===== config.mk =====
export PLATFORM = sky130hd
export DESIGN_NAME = instr_fetch_unit
export DESIGN_NICKNAME = d
export VERILOG_FILES = /design/src/rtl/instr_fetch_unit.sv
export SDC_FILE = /design/constraint.sdc
export NUM_CORES = 1
export LEC_CHECK = 0
export BUFFER_PORTS_ARGS = -buffer_cell sky130_fd_sc_hd__buf_2
export CORE_ASPECT_RATIO = 0.8
export CORE_MARGIN = 3
export CORE_UTILIZATION = 50
export CTS_CLUSTER_DIAMETER = 120
export DETAILED_ROUTE_END_ITERATION = 16
export GPL_TIMING_DRIVEN = 0
export PLACE_DENSITY = 0.9
export SLEW_MARGIN = 0
export SYNTH_ARGS = -nofsm -noshare
export SYNTH_HDL_FRONTEND = slang
export SYNTH_SLANG_ARGS = --single-unit

===== constraint.sdc =====
create_clock -name clk -period 2.51 [get_ports clk]
set_input_delay 0.1255 -clock clk [delete_from_list [all_inputs] [get_ports clk]]
set_output_delay 0.1255 -clock clk [all_outputs]
set_load 0.05 [all_outputs]

===== src/rtl/instr_fetch_unit.sv =====
// rtl/instr_fetch_unit.sv - fetch stage: PC, imem req/ack fetch, instruction latch, next-PC and retire counter
//
// Optional feature macro: FETCH_ILLEGAL_TRAP_EN (adds the illegal port and a terminal HALT state)
//
// Ports:
//   clk, rst                 rising-edge clock, asynchronous active-high reset
//   imem_req, imem_addr      fetch request and word address (imem_addr is pc)
//   imem_ack, imem_rdata     response strobe with same-cycle instruction word
//   retire                   pulse: current instruction finished executing
//   branch, branchnot, zero  branch controls and ALU zero, sampled on the retire cycle
//   instr, opcode, pc        latched instruction, its opcode field, its address
//   instr_valid              instr may be executed
//   retired_cnt              wrapping count of retired instructions
//   illegal                  illegal-opcode trap flag (FETCH_ILLEGAL_TRAP_EN only)
module instr_fetch_unit #(
    parameter int              PC_W     = 16,
    parameter logic [PC_W-1:0] RESET_PC = '0
) (
    input  logic            clk,
    input  logic            rst,
    output logic            imem_req,
    output logic [PC_W-1:0] imem_addr,
    input  logic            imem_ack,
    input  logic [15:0]     imem_rdata,
    input  logic            retire,
    input  logic            branch,
    input  logic            branchnot,
    input  logic            zero,
    output logic [15:0]     instr,
    output logic [3:0]      opcode,
    output logic [PC_W-1:0] pc,
    output logic            instr_valid,
    output logic [15:0]     retired_cnt
`ifdef FETCH_ILLEGAL_TRAP_EN
    ,
    output logic            illegal
`endif
);

`ifdef FETCH_ILLEGAL_TRAP_EN
    typedef enum logic [1:0] {S_IDLE = 2'd0, S_REQ = 2'd1, S_VALID = 2'd2, S_HALT = 2'd3} state_t;
`else
    typedef enum logic [1:0] {S_IDLE = 2'd0, S_REQ = 2'd1, S_VALID = 2'd2} state_t;
`endif

    state_t state, state_next;

    logic            ack_take;
    logic            retire_take;
    logic            taken;
    logic [PC_W-1:0] br_off;
    logic [PC_W-1:0] pc_next;

`ifdef FETCH_ILLEGAL_TRAP_EN
    logic illegal_op;
    assign illegal_op = (imem_rdata[15:12] > 4'd9);
`endif

    assign imem_addr = pc;
    assign opcode    = instr[15:12];

    // Branch target is relative to pc+1; imm6 sign-extended to the PC width.
    assign br_off  = {{(PC_W-6){instr[5]}}, instr[5:0]};
    assign taken   = (branch & zero) | (branchnot & ~zero);
    assign pc_next = pc + {{(PC_W-1){1'b0}}, 1'b1} + (taken ? br_off : {PC_W{1'b0}});

    always_ff @(posedge clk or posedge rst) begin
        if (rst) begin
            state <= S_IDLE;
        end else begin
            state <= state_next;
        end
    end

    always_comb begin
        state_next  = state;
        imem_req    = 1'b0;
        instr_valid = 1'b0;
        ack_take    = 1'b0;
        retire_take = 1'b0;
        case (state)
            S_IDLE: begin
                state_next = S_REQ;
            end
            S_REQ: begin
                imem_req = 1'b1;
                if (imem_ack) begin
                    ack_take = 1'b1;
`ifdef FETCH_ILLEGAL_TRAP_EN
                    state_next = illegal_op ? S_HALT : S_VALID;
`else
                    state_next = S_VALID;
`endif
                end
            end
            S_VALID: begin
                instr_valid = 1'b1;
                if (retire) begin
                    retire_take = 1'b1;
                    state_next  = S_REQ;
                end
            end
`ifdef FETCH_ILLEGAL_TRAP_EN
            S_HALT: begin
                state_next = S_HALT;
            end
`endif
            default: begin
                state_next = S_IDLE;
            end
        endcase
    end

    always_ff @(posedge clk or posedge rst) begin
        if (rst) begin
            pc          <= RESET_PC;
            instr       <= 16'h0000;
            retired_cnt <= 16'h0000;
`ifdef FETCH_ILLEGAL_TRAP_EN
            illegal     <= 1'b0;
`endif
        end else begin
            if (ack_take) begin
                instr <= imem_rdata;
`ifdef FETCH_ILLEGAL_TRAP_EN
                if (illegal_op) begin
                    illegal <= 1'b1;
                end
`endif
            end
            if (retire_take) begin
                retired_cnt <= retired_cnt + 16'd1;
                pc          <= pc_next;
            end
        end
    end

endmodule


==> metrics.md, run 1 <==
| Metric | Value |
|---|---|
| Status | finished, final reports clean |
| Synthesized Nets | 275 |
| Clock sinks | 50 |
| Area Overhead vs Synth | 27.0% |
| Drt pass-1 iters | 4 |
| Slew Viols, Final | 0 |
| Worst path required time | 2700 ps |
| Worst R2R Setup Slack | roughly 200 ps |
| Kind of critical path | input pin to register |
| Nets | roughly 380 |
| Die area | 6340 um2 |
| DP Area | 3270 um2 |
| Total GRT Usage | 18.9% |
| Chip height | about 72 um |
| R2R depth | 10 |
| EDFF count, synth | 0 |
| Routed vias/inst | 5.29 |
| Clk_lat worst skew | 300 ps |
| Post-synthesis area per instance | around 11 um2 |
| Post-Syn Instances | 245 |
| Initial Util | a little over half |
| Drt drc | 0 |
| Fin area | 3440 um2 |
| Vias | about 2200 |
| Post-DP HPWL | 4390 um |
| Peak Freq | about 0.43 GHz |
| Max-Slew Margin vs Limit | 68.7% |
| WP data arrival | around 2500 ps |
| # setup viols final | 0 |
| Count of cell types in the netlist | 49 |
| CTS Buffer Depth | 2 |
| Worst setup SP type | input pin |
| Sequential area share after synthesis | 46.2% |
| CP Max Fanout | 10 |
| Total wire length | 5820 um |
| Crit-path slowest cell | ha_1 |
| Critical path's most frequent cell | mux2_4 |
| Drt wl/cell | 14.2 um |
| Crit share post-route | 92.6% |
| Largest net degree at the start of global routing | 31 |
| Endpoint class of the critical path | register |
| Congestion Overflow GR | 0 |
| Max Cap Viol | 0 |
| Most common cell after layout, fill and taps aside | buf_2 |
| Crit path time final | about 2300 ps |
| FP Rows | 23 |
| Via count of the first global-routing pass | 2069 |
| Die width | 88.3 um |
| CTS tree | done |
| Routability congestion estimate | between 0.8 and 0.9 |
| Register bit total from synthesis | 50 |
| Port-buffer cells | 92 |
| Core outline area | 5120 um2 |
| Synth async-reset ratio | 100% |
| Synth Cell Area | 2710 um2 |
| Final ANT Viol Nets | 0 |
| Clk root buf | clkbuf_8 |
| Commonest non-fill, non-tap cells in the layout | 93 x buf_2, 48 x dfrtp_1, 25 x nand2_1 |
| Met3 WL post-DR | 510 um |
| Ratio of cells with drive above 1 in the final layout | 45.4% |
| Worst Max-Slew Pin Slew | 469 ps |
| Min-delay worst type | input pin to register |
| Met2 wire len | roughly 2700 um |
| Max layer used | met4 |
| WL met1 | around 2600 um |
| Reg clk slew, reported paths | about 90 ps |
| H-tree lvl count | 2 |
| Clock Skews | between 4 and 5 ps |
| RSZ-0062 raised after global routing | no |
| Initial antenna violation count | 0 |
| DRT iter0 DRCs | 69 |
| First-pass GRT wire length | 9550 um |
| Ys flop type | dfrtp_1 |
| Cts bufs inserted | 5 |
| Worst Hold Depth | 2 |
| Io pins | 93 |
| Syn. warnings | 0 |
| Worst-path cell chain | buf_2 -> mux2_4 -> buf_4 -> and2_1 -> ha_1 -> o21ai_1 -> a21oi_1 -> o21a_1 -> or2_1 -> clkbuf_2 -> mux2_4 -> xor2_1 |
| Final Hold Violating Endpoints | 0 |
| CP max stage delay | 340 ps |
| # diodes | 0 |
## cells by family (layout without fill, tap and decap cells)
group | count (synthesis) | after routing | share of synthesized area [%]
and+or+nand+nor | 79 | 79 | 16.0
DFF | 50 | 50 | 46.2
buffers and inverters | 30 | 133 | 7.30
AOI/OAI and AO/OA | 27 | 27 | 7.67
xor gates and xnor gates | 27 | 27 | 8.74
muxes | 25 | 25 | 10.5
adders and majority gates | 7 | 7 | 3.51
## cells in the mapped netlist (2+ instances only)
cell / number / area, um2
or4_1: 2 / 15.0
and3_1: 8 / 50.1
nand2b_1: 2 / 12.5
inv_1: 4 / 15.0
mux2i_1: 6 / 60.1
o21ai_0: 3 / 15.0
clkbuf_1: 2 / 7.51
ha_1: 6 / 75.1
mux2_2: 16 / 180
mux2_4: 3 / 45.0
dfrtp_1: 50 / 1250
nand4_1: 2 / 12.5
xnor2_1: 17 / 149
o21a_1: 3 / 22.5
buf_4: 22 / 165
xor2_1: 10 / 87.6
nand2_1: 25 / 93.8
nor2_1: 9 / 33.8
a21o_1: 2 / 15.0
and2_1: 6 / 37.5
nand3_1: 11 / 55.1
a21oi_1: 6 / 30.0
nor3_1: 4 / 20.0
## layer usage
layer | global-route usage, % | vias up
met1 | 26.1 | 1031
met3 | 5.06 | 5
met5 | 0 | -
met2 | 30.1 | 94
li1 | - | 1039
met4 | 3.52 | 0
## per-stage QoR
step | util, % | setup TNS [ps] | setup WS, ps | std cells | hold slack, ps
finish | 67.1 | 0 | 186 | 410 | 51.9
global route | 67.1 | 0 | 41.7 | 410 | 54.2
CTS | 66.8 | 0 | 19.5 | 409 | 46.2
detailed placement | 63.8 | -1180 | -281 | 400 | 168
global placement | 63.4 | -818 | -228 | 399 | 356
floorplan | - | 0 | 25.7 | 245 | 265
## critical path: cells and delay by family
family	cells	cell delay, ps
adder cells (fa/ha/maj)	1	340
XOR/XNOR	1	140
multiplexers	2	630
AND/OR/NAND/NOR	2	380
buffers and inverters	3	440
AO/OA/AOI/OAI	3	450
## path summary, 6_finish.rpt
check / startpoint / end
min in group asynchronous: rst / instr[14]
min: imem_rdata[9] / instr[9]
max in group asynchronous: rst / imem_addr[0]
max: zero / imem_addr[15]
min reg2reg: retired_cnt[15] / retired_cnt[15]
max reg2reg: instr[0] / imem_addr[10]
## sequential cells by signal, indices dropped and copies added, names as in the netlist
signal       flops
state            2
retired_cnt     16
instr           16
imem_addr       16
## final cells by class
cell class | instances | area [um2]
plain buffers | 26 | 183
clock buffers | 6 | 82.6
clock inverters | 2 | 60.1
fillers | 395 | 1690
inverters | 4 | 15.0
multi-input cells | 165 | 1270
flip-flops and latches | 50 | 1250
well taps | 62 | 77.6
repair buffers | 95 | 498
## timing repair
| action | CTS | global route |
|---|---|---|
| resized for setup | 0 | 2 |
| endpoints found under the setup margin | 0 | 3 |
| setup buffers | 0 | 1 |
| hold buffers | 1 | 0 |
| hold endpoints to repair | 20 | 0 |
Power of run 1 is not shown: default switching activity piles up to over one toggle a cycle in this logic, so the estimate is an artifact.
==> run 2: changes to the inputs <==
--- a/config.mk
+++ b/config.mk
@@ -9,9 +9,9 @@
 export CORE_ASPECT_RATIO = 0.8
 export CORE_MARGIN = 3
 export CORE_UTILIZATION = 50
-export CTS_CLUSTER_DIAMETER = 120
+export CTS_CLUSTER_DIAMETER = 30
 export DETAILED_ROUTE_END_ITERATION = 16
-export GPL_TIMING_DRIVEN = 0
+export GPL_TIMING_DRIVEN = 1
 export PLACE_DENSITY = 0.9
 export SLEW_MARGIN = 0
 export SYNTH_ARGS = -nofsm -noshare
==> run 2 against run 1 <==
Effect of this change:
- non-clock buffer count down 23
- register-to-register slack barely moved
- first-iteration DRC count fell by 13%
- wire length hardly changed
- die area stayed put
- cell area is 6.3% lower
- critical endpoint is now imem_addr[10]
- fmax grew 0.26%
- critical path type is now register to register
- hold slack got worse by 9.1 ps
- flip-flop and latch count is the same
- highest routed layer unchanged
==> metrics.md, run 2 (synthesis gave the netlist of run 1 again) <==
| Metric | Value |
|---|---|
| Congestion Overflow GR | 0 (unchanged) |
| CTS resizes | 0 (unchanged) |
| Initial Util | 52.8% (unchanged) |
| Ratio of cells with drive above 1 in the final layout | 41.5% (was 45.4%) |
| Clk_lat worst skew | 310 ps (was 300 ps) |
| Nets | 354 (was 377) |
| Slew Viols, Final | 0 (unchanged) |
| # diodes | 0 (unchanged) |
| FP Rows | 23 (unchanged) |
| DRT iter0 DRCs | 60 (was 69) |
| CTS tree | done (unchanged) |
| Die area | 6340 um2 (unchanged) |
| Commonest non-fill, non-tap cells in the layout | 92 x buf_2, 48 x dfrtp_1, 25 x nand2_1 (was 93 x buf_2, 48 x dfrtp_1, 25 x nand2_1) |
| H-tree lvl count | 2 (unchanged) |
| Most common cell after layout, fill and taps aside | buf_2 (unchanged) |
| First-pass GRT wire length | 9400 um (was 9550 um) |
| Cts bufs inserted | 5 (unchanged) |
| Critical path's most frequent cell | inv_1 (was mux2_4) |
| Max-Slew Margin vs Limit | 56.8% (was 68.7%) |
| WP data arrival | 2550 ps (was 2510 ps) |
| Initial antenna violation count | 0 (unchanged) |
| Final TNS setup | 0 ps (unchanged) |
| Clock Skews | 6.94 ps (was 4.91 ps) |
| Crit-path slowest cell | dfrtp_2 (was ha_1) |
| # fillers | 450 (was 395) |
| Post-DP HPWL | 4420 um (was 4390 um) |
| Clk root buf | clkbuf_8 (unchanged) |
| Io pins | 93 (unchanged) |
| Core outline area | 5120 um2 (unchanged) |
| Die width | 88.3 um (unchanged) |
| Drt wl/cell | 15.0 um (was 14.2 um) |
| Worst setup SP type | register (was input pin) |
| Chip height | 71.8 um (unchanged) |
| CP Max Fanout | 4 (was 10) |
| Total GRT Usage | 19.0% (was 18.9%) |
| Via count of the first global-routing pass | 2042 (was 2069) |
| Worst-path cell chain | inv_1 -> ha_1 -> inv_1 -> fa_1 -> a211o_1 -> a21oi_2 -> a22oi_4 -> o21ai_2 -> mux2_4 -> mux2i_1 (was buf_2 -> mux2_4 -> buf_4 -> and2_1 -> ha_1 -> o21ai_1 -> a21oi_1 -> o21a_1 -> or2_1 -> clkbuf_2 -> mux2_4 -> xor2_1) |
| Crit share post-route | 92.3% (was 92.6%) |
| Routed vias/inst | 5.42 (was 5.29) |
| Port-buffer cells | 92 (unchanged) |
| Peak Freq | 0.431 GHz (was 0.430 GHz) |
| CTS Buffer Depth | 2 (unchanged) |
| Routability congestion estimate | 0.920 (was 0.881) |
| Crit path time final | 2320 ps (about the same) |
| FF+latch area | 1250 um2 (unchanged) |
| Drt pass-1 iters | 4 (unchanged) |
| Worst path required time | 2750 ps (was 2700 ps) |
| Largest net degree at the start of global routing | 35 (was 31) |
| Final ANT Viol Nets | 0 (unchanged) |
| Area occupied by multi-input gates | 1260 um2 (was 1270 um2) |
| CP max stage delay | 430 ps (was 340 ps) |
| Max Cap Viol | 0 (unchanged) |
| Drt drc | 0 (unchanged) |
| Area Overhead vs Synth | 19.0% (was 27.0%) |
| Total wire length | 5820 um (about the same) |
| RSZ-0062 raised after global routing | no (unchanged) |
| Final Hold Violating Endpoints | 0 (unchanged) |
| Endpoint class of the critical path | register (unchanged) |
| Kind of critical path | register to register (was input pin to register) |
| Clock sinks | 50 (unchanged) |
| Reg clk slew, reported paths | 90 ps (about the same) |
| Worst Max-Slew Pin Slew | 646 ps (was 469 ps) |
| Vias | 2098 (was 2169) |
| # setup viols final | 0 (unchanged) |
| Status | finished, final reports clean (unchanged) |
| Min-delay worst type | input pin to register (unchanged) |
[run 2: worst paths after layout]
kind / startpoint / to / slack, ps / cells past startpoint
setup / recovery: imem_addr[0] / imem_addr[10] / 190 / 10
hold / removal: imem_rdata[12] / instr[12] / 40 / 2
setup reg to reg: imem_addr[0] / imem_addr[10] / 190 / 10
hold reg to reg: retired_cnt[15] / retired_cnt[15] / 470 / 1
max in group asynchronous: rst / imem_addr[0] / 1410 / 4
min in group asynchronous: rst / retired_cnt[9] / 310 / 3
[run 2: cell type report]
class	count	share of cell area, %
multi-input cells	165	39.0
flip-flops and latches	50	38.9
repair buffers	98	15.8
well taps	62	2.41
clock buffers	6	2.25
clock inverters	2	1.17
inverters	4	0.466
[run 2: worst max-delay path: cells and delay by family (launching register included)]
family / cells / cell delay, ps
multiplexers: 2 / 430
buffers and inverters: 2 / 120
AO/OA/AOI/OAI: 4 / 720
flip-flops: 1 / 430
adder cells (fa/ha/maj): 2 / 540
[run 2: timing repair]
item,in CTS,in global routing
hold buffers,1,0
buffers inserted,0,0
hold endpoints to repair,16,0
[run 2: through the flow]
stage / hold WS (ps) / std cells / utilization, % / cell area, um2 / setup slack [ps]
6_report: 42.8 / 387 / 62.9 / 3220 / 192
5_1_grt: 35.7 / 387 / 62.9 / 3220 / 59.6
3_3_place_gp: 106 / 378 / 60.6 / 3100 / 116
3_5_place_dp: 110 / 378 / 60.6 / 3100 / 47.3
4_1_cts: 38.5 / 387 / 62.9 / 3220 / 162
2_1_floorplan: 265 / 245 / - / 2710 / 25.7
[run 2: per-layer routing]
layer / up-vias / track usage, % / routed length (um)
li1: 984 / - / -
met1: 1012 / 25.0 / 2490
met2: 95 / 31.0 / 2790
met3: 7 / 5.17 / 476
met4: 0 / 5.54 / 70
met5: - / 0 / 0
Power of run 2 is left out for the same reason.
==> run 3: changes to the inputs <==
--- a/config.mk
+++ b/config.mk
@@ -8,11 +8,11 @@
 export BUFFER_PORTS_ARGS = -buffer_cell sky130_fd_sc_hd__buf_2
 export CORE_ASPECT_RATIO = 0.8
 export CORE_MARGIN = 3
-export CORE_UTILIZATION = 50
+export CORE_UTILIZATION = 30
 export CTS_CLUSTER_DIAMETER = 30
 export DETAILED_ROUTE_END_ITERATION = 16
 export GPL_TIMING_DRIVEN = 1
-export PLACE_DENSITY = 0.9
+export PLACE_DENSITY = 0.62
 export SLEW_MARGIN = 0
 export SYNTH_ARGS = -nofsm -noshare
 export SYNTH_HDL_FRONTEND = slang
==> run 3 against run 2 <==
Effect of this change:
- global-route usage fell by 7.2 points
- critical path depth did not move
- wire length rose by 2.1%
- setup slack improved by 8.0 ps
- clock-buffer cell count rose by 2
- register-to-register slack barely moved
- flip-flop and latch count did not move
- via count fell by 3.3%
- first-iteration DRC count rose by 95%
==> metrics.md, run 3 (synthesis gave the netlist of run 1 again) <==
| Metric | Value |
|---|---|
| Status | finished, final reports clean (unchanged) |
| Die area | 10200 um2 (was 6340 um2) |
| Worst Max-Slew Pin Slew | 665 ps (was 646 ps) |
| Total wire length | 5940 um (was 5820 um) |
| Clock Skews | 8.55 ps (was 6.94 ps) |
| Crit path time final | 2310 ps (was 2320 ps) |
| CTS resizes | 0 (unchanged) |
| Vias | 2029 (was 2098) |
| Worst path required time | 2710 ps (was 2750 ps) |
| Clock sinks | 50 (unchanged) |
| Clk root buf | clkbuf_16 (was clkbuf_8) |
| Delay-heaviest family, CP | compound AO/OA/AOI/OAI gates (unchanged) |
| Final TNS setup | 0 ps (unchanged) |
| Kind of critical path | register to register (unchanged) |
| Reg clk slew, reported paths | 70 ps (was 90 ps) |
| Slew Viols, Final | 0 (unchanged) |
| Initial antenna violation count | 0 (unchanged) |
| Initial Util | 31.3% (was 52.8%) |
| Nets | 356 (was 354) |
| Die width | 112 um (was 88.3 um) |
| DRT iter0 DRCs | 117 (was 60) |
| Worst setup SP type | register (unchanged) |
| Fin area | 3330 um2 (was 3220 um2) |
| Congestion Overflow GR | 0 (unchanged) |
| Drt wl/cell | 13.5 um (was 15.0 um) |
| Total GRT Usage | 11.9% (was 19.0%) |
| CTS Buffer Depth | 2 (unchanged) |
| Crit-path slowest cell | dfrtp_2 (unchanged) |
| CP max stage delay | 420 ps (was 430 ps) |
| Final Hold Violating Endpoints | 0 (unchanged) |
| Area occupied by multi-input gates | 1260 um2 (unchanged) |
| Peak Freq | 0.433 GHz (was 0.431 GHz) |
| Largest net degree at the start of global routing | 32 (was 35) |
| # setup viols final | 0 (unchanged) |
| Area Overhead vs Synth | 22.9% (was 19.0%) |
| Chip height | 91.0 um (was 71.8 um) |
| Crit share post-route | 92.0% (was 92.3%) |
| Post-layout util | 38.5% (was 62.9%) |
| RSZ-0062 raised after global routing | no (unchanged) |
| Via count of the first global-routing pass | 1930 (was 2042) |
| Endpoint class of the critical path | register (unchanged) |
| Max-Slew Margin vs Limit | 55.6% (was 56.8%) |
| Final ANT Viol Nets | 0 (unchanged) |
| Port-buffer cells | 92 (unchanged) |
| First-pass GRT wire length | 9920 um (was 9400 um) |
| # diodes | 0 (unchanged) |
| Most common cell after layout, fill and taps aside | buf_2 (unchanged) |
| H-tree lvl count | 2 (unchanged) |
| Min-delay worst type | input pin to register (unchanged) |
| Drt pass-1 iters | 4 (unchanged) |
| FF+latch area | 1250 um2 (unchanged) |
| # fillers | 865 (was 450) |
| DP Area | 3180 um2 (was 3100 um2) |
| Worst-path cell chain | nand2_1 -> ha_1 -> inv_1 -> fa_1 -> a211o_1 -> a21oi_2 -> a22oi_4 -> o21ai_2 -> mux2_4 -> mux2i_1 (was inv_1 -> ha_1 -> inv_1 -> fa_1 -> a211o_1 -> a21oi_2 -> a22oi_4 -> o21ai_2 -> mux2_4 -> mux2i_1) |
| FP Rows | 30 (was 23) |
| WP data arrival | 2510 ps (was 2550 ps) |
| Commonest non-fill, non-tap cells in the layout | 92 x buf_2, 48 x dfrtp_1, 25 x nand2_1 (unchanged) |
| Routability congestion estimate | 0.816 (was 0.920) |
| Max Cap Viol | 0 (unchanged) |
| Post-DP HPWL | 4460 um (was 4420 um) |
| CTS tree | done (unchanged) |
| Routed vias/inst | 4.62 (was 5.42) |
| Cts bufs inserted | 5 (unchanged) |
| Clk_lat worst skew | 290 ps (was 310 ps) |
| Io pins | 93 (unchanged) |
| Drt drc | 0 (unchanged) |
| Ratio of cells with drive above 1 in the final layout | 41.3% (was 41.5%) |
| CP Max Fanout | 4 (unchanged) |
| Buf+Inv Stages, Crit Path | 1 (was 2) |
| Core outline area | 8630 um2 (was 5120 um2) |
run 3: cell type report:
cell class / instances / share of cell area (%)
repair buffers: 100 / 15.7
inverters: 4 / 0.451
clock buffers: 8 / 4.10
multi-input cells: 165 / 37.8
flip-flops and latches: 50 / 37.7
well taps: 112 / 4.21
run 3: metal layers:
| layer | wire length (um) | global-route usage [%] | up-vias |
|---|---|---|---|
| met1 | 2920 | 17.0 | 965 |
| met4 | 43 | 2.40 | 0 |
| met2 | 2620 | 18.2 | 65 |
| met5 | 0 | 0 | - |
| li1 | - | - | 994 |
| met3 | 361 | 3.00 | 5 |
run 3: path summary, 6_finish.rpt:
| path | from | end | slack [ps] | cells after the start |
|---|---|---|---|---|
| setup / recovery | instr[0] | imem_addr[10] | 200 | 10 |
| hold / removal | imem_rdata[13] | instr[13] | 70 | 2 |
| setup reg to reg | instr[0] | imem_addr[10] | 200 | 10 |
| hold reg to reg | retired_cnt[15] | retired_cnt[15] | 470 | 1 |
| max in group asynchronous | rst | imem_addr[0] | 1710 | 4 |
| min in group asynchronous | rst | retired_cnt[9] | 410 | 4 |
run 3: per-stage QoR:
stage               hold WS, ps  std cells  setup WS, ps
finish                     65.0        439           200
CTS                        63.6        439           171
global route               57.3        439          58.6
detailed placement          172        430          38.9
floorplan                   265        245          25.7
global placement            171        430          96.3
run 3: what timing repair did:
action                    4_1_cts  5_1_grt
hold endpoints to repair       50        0
hold buffers                    1        0
setup buffers                   0        0
Power of run 3 is left out for the same reason.
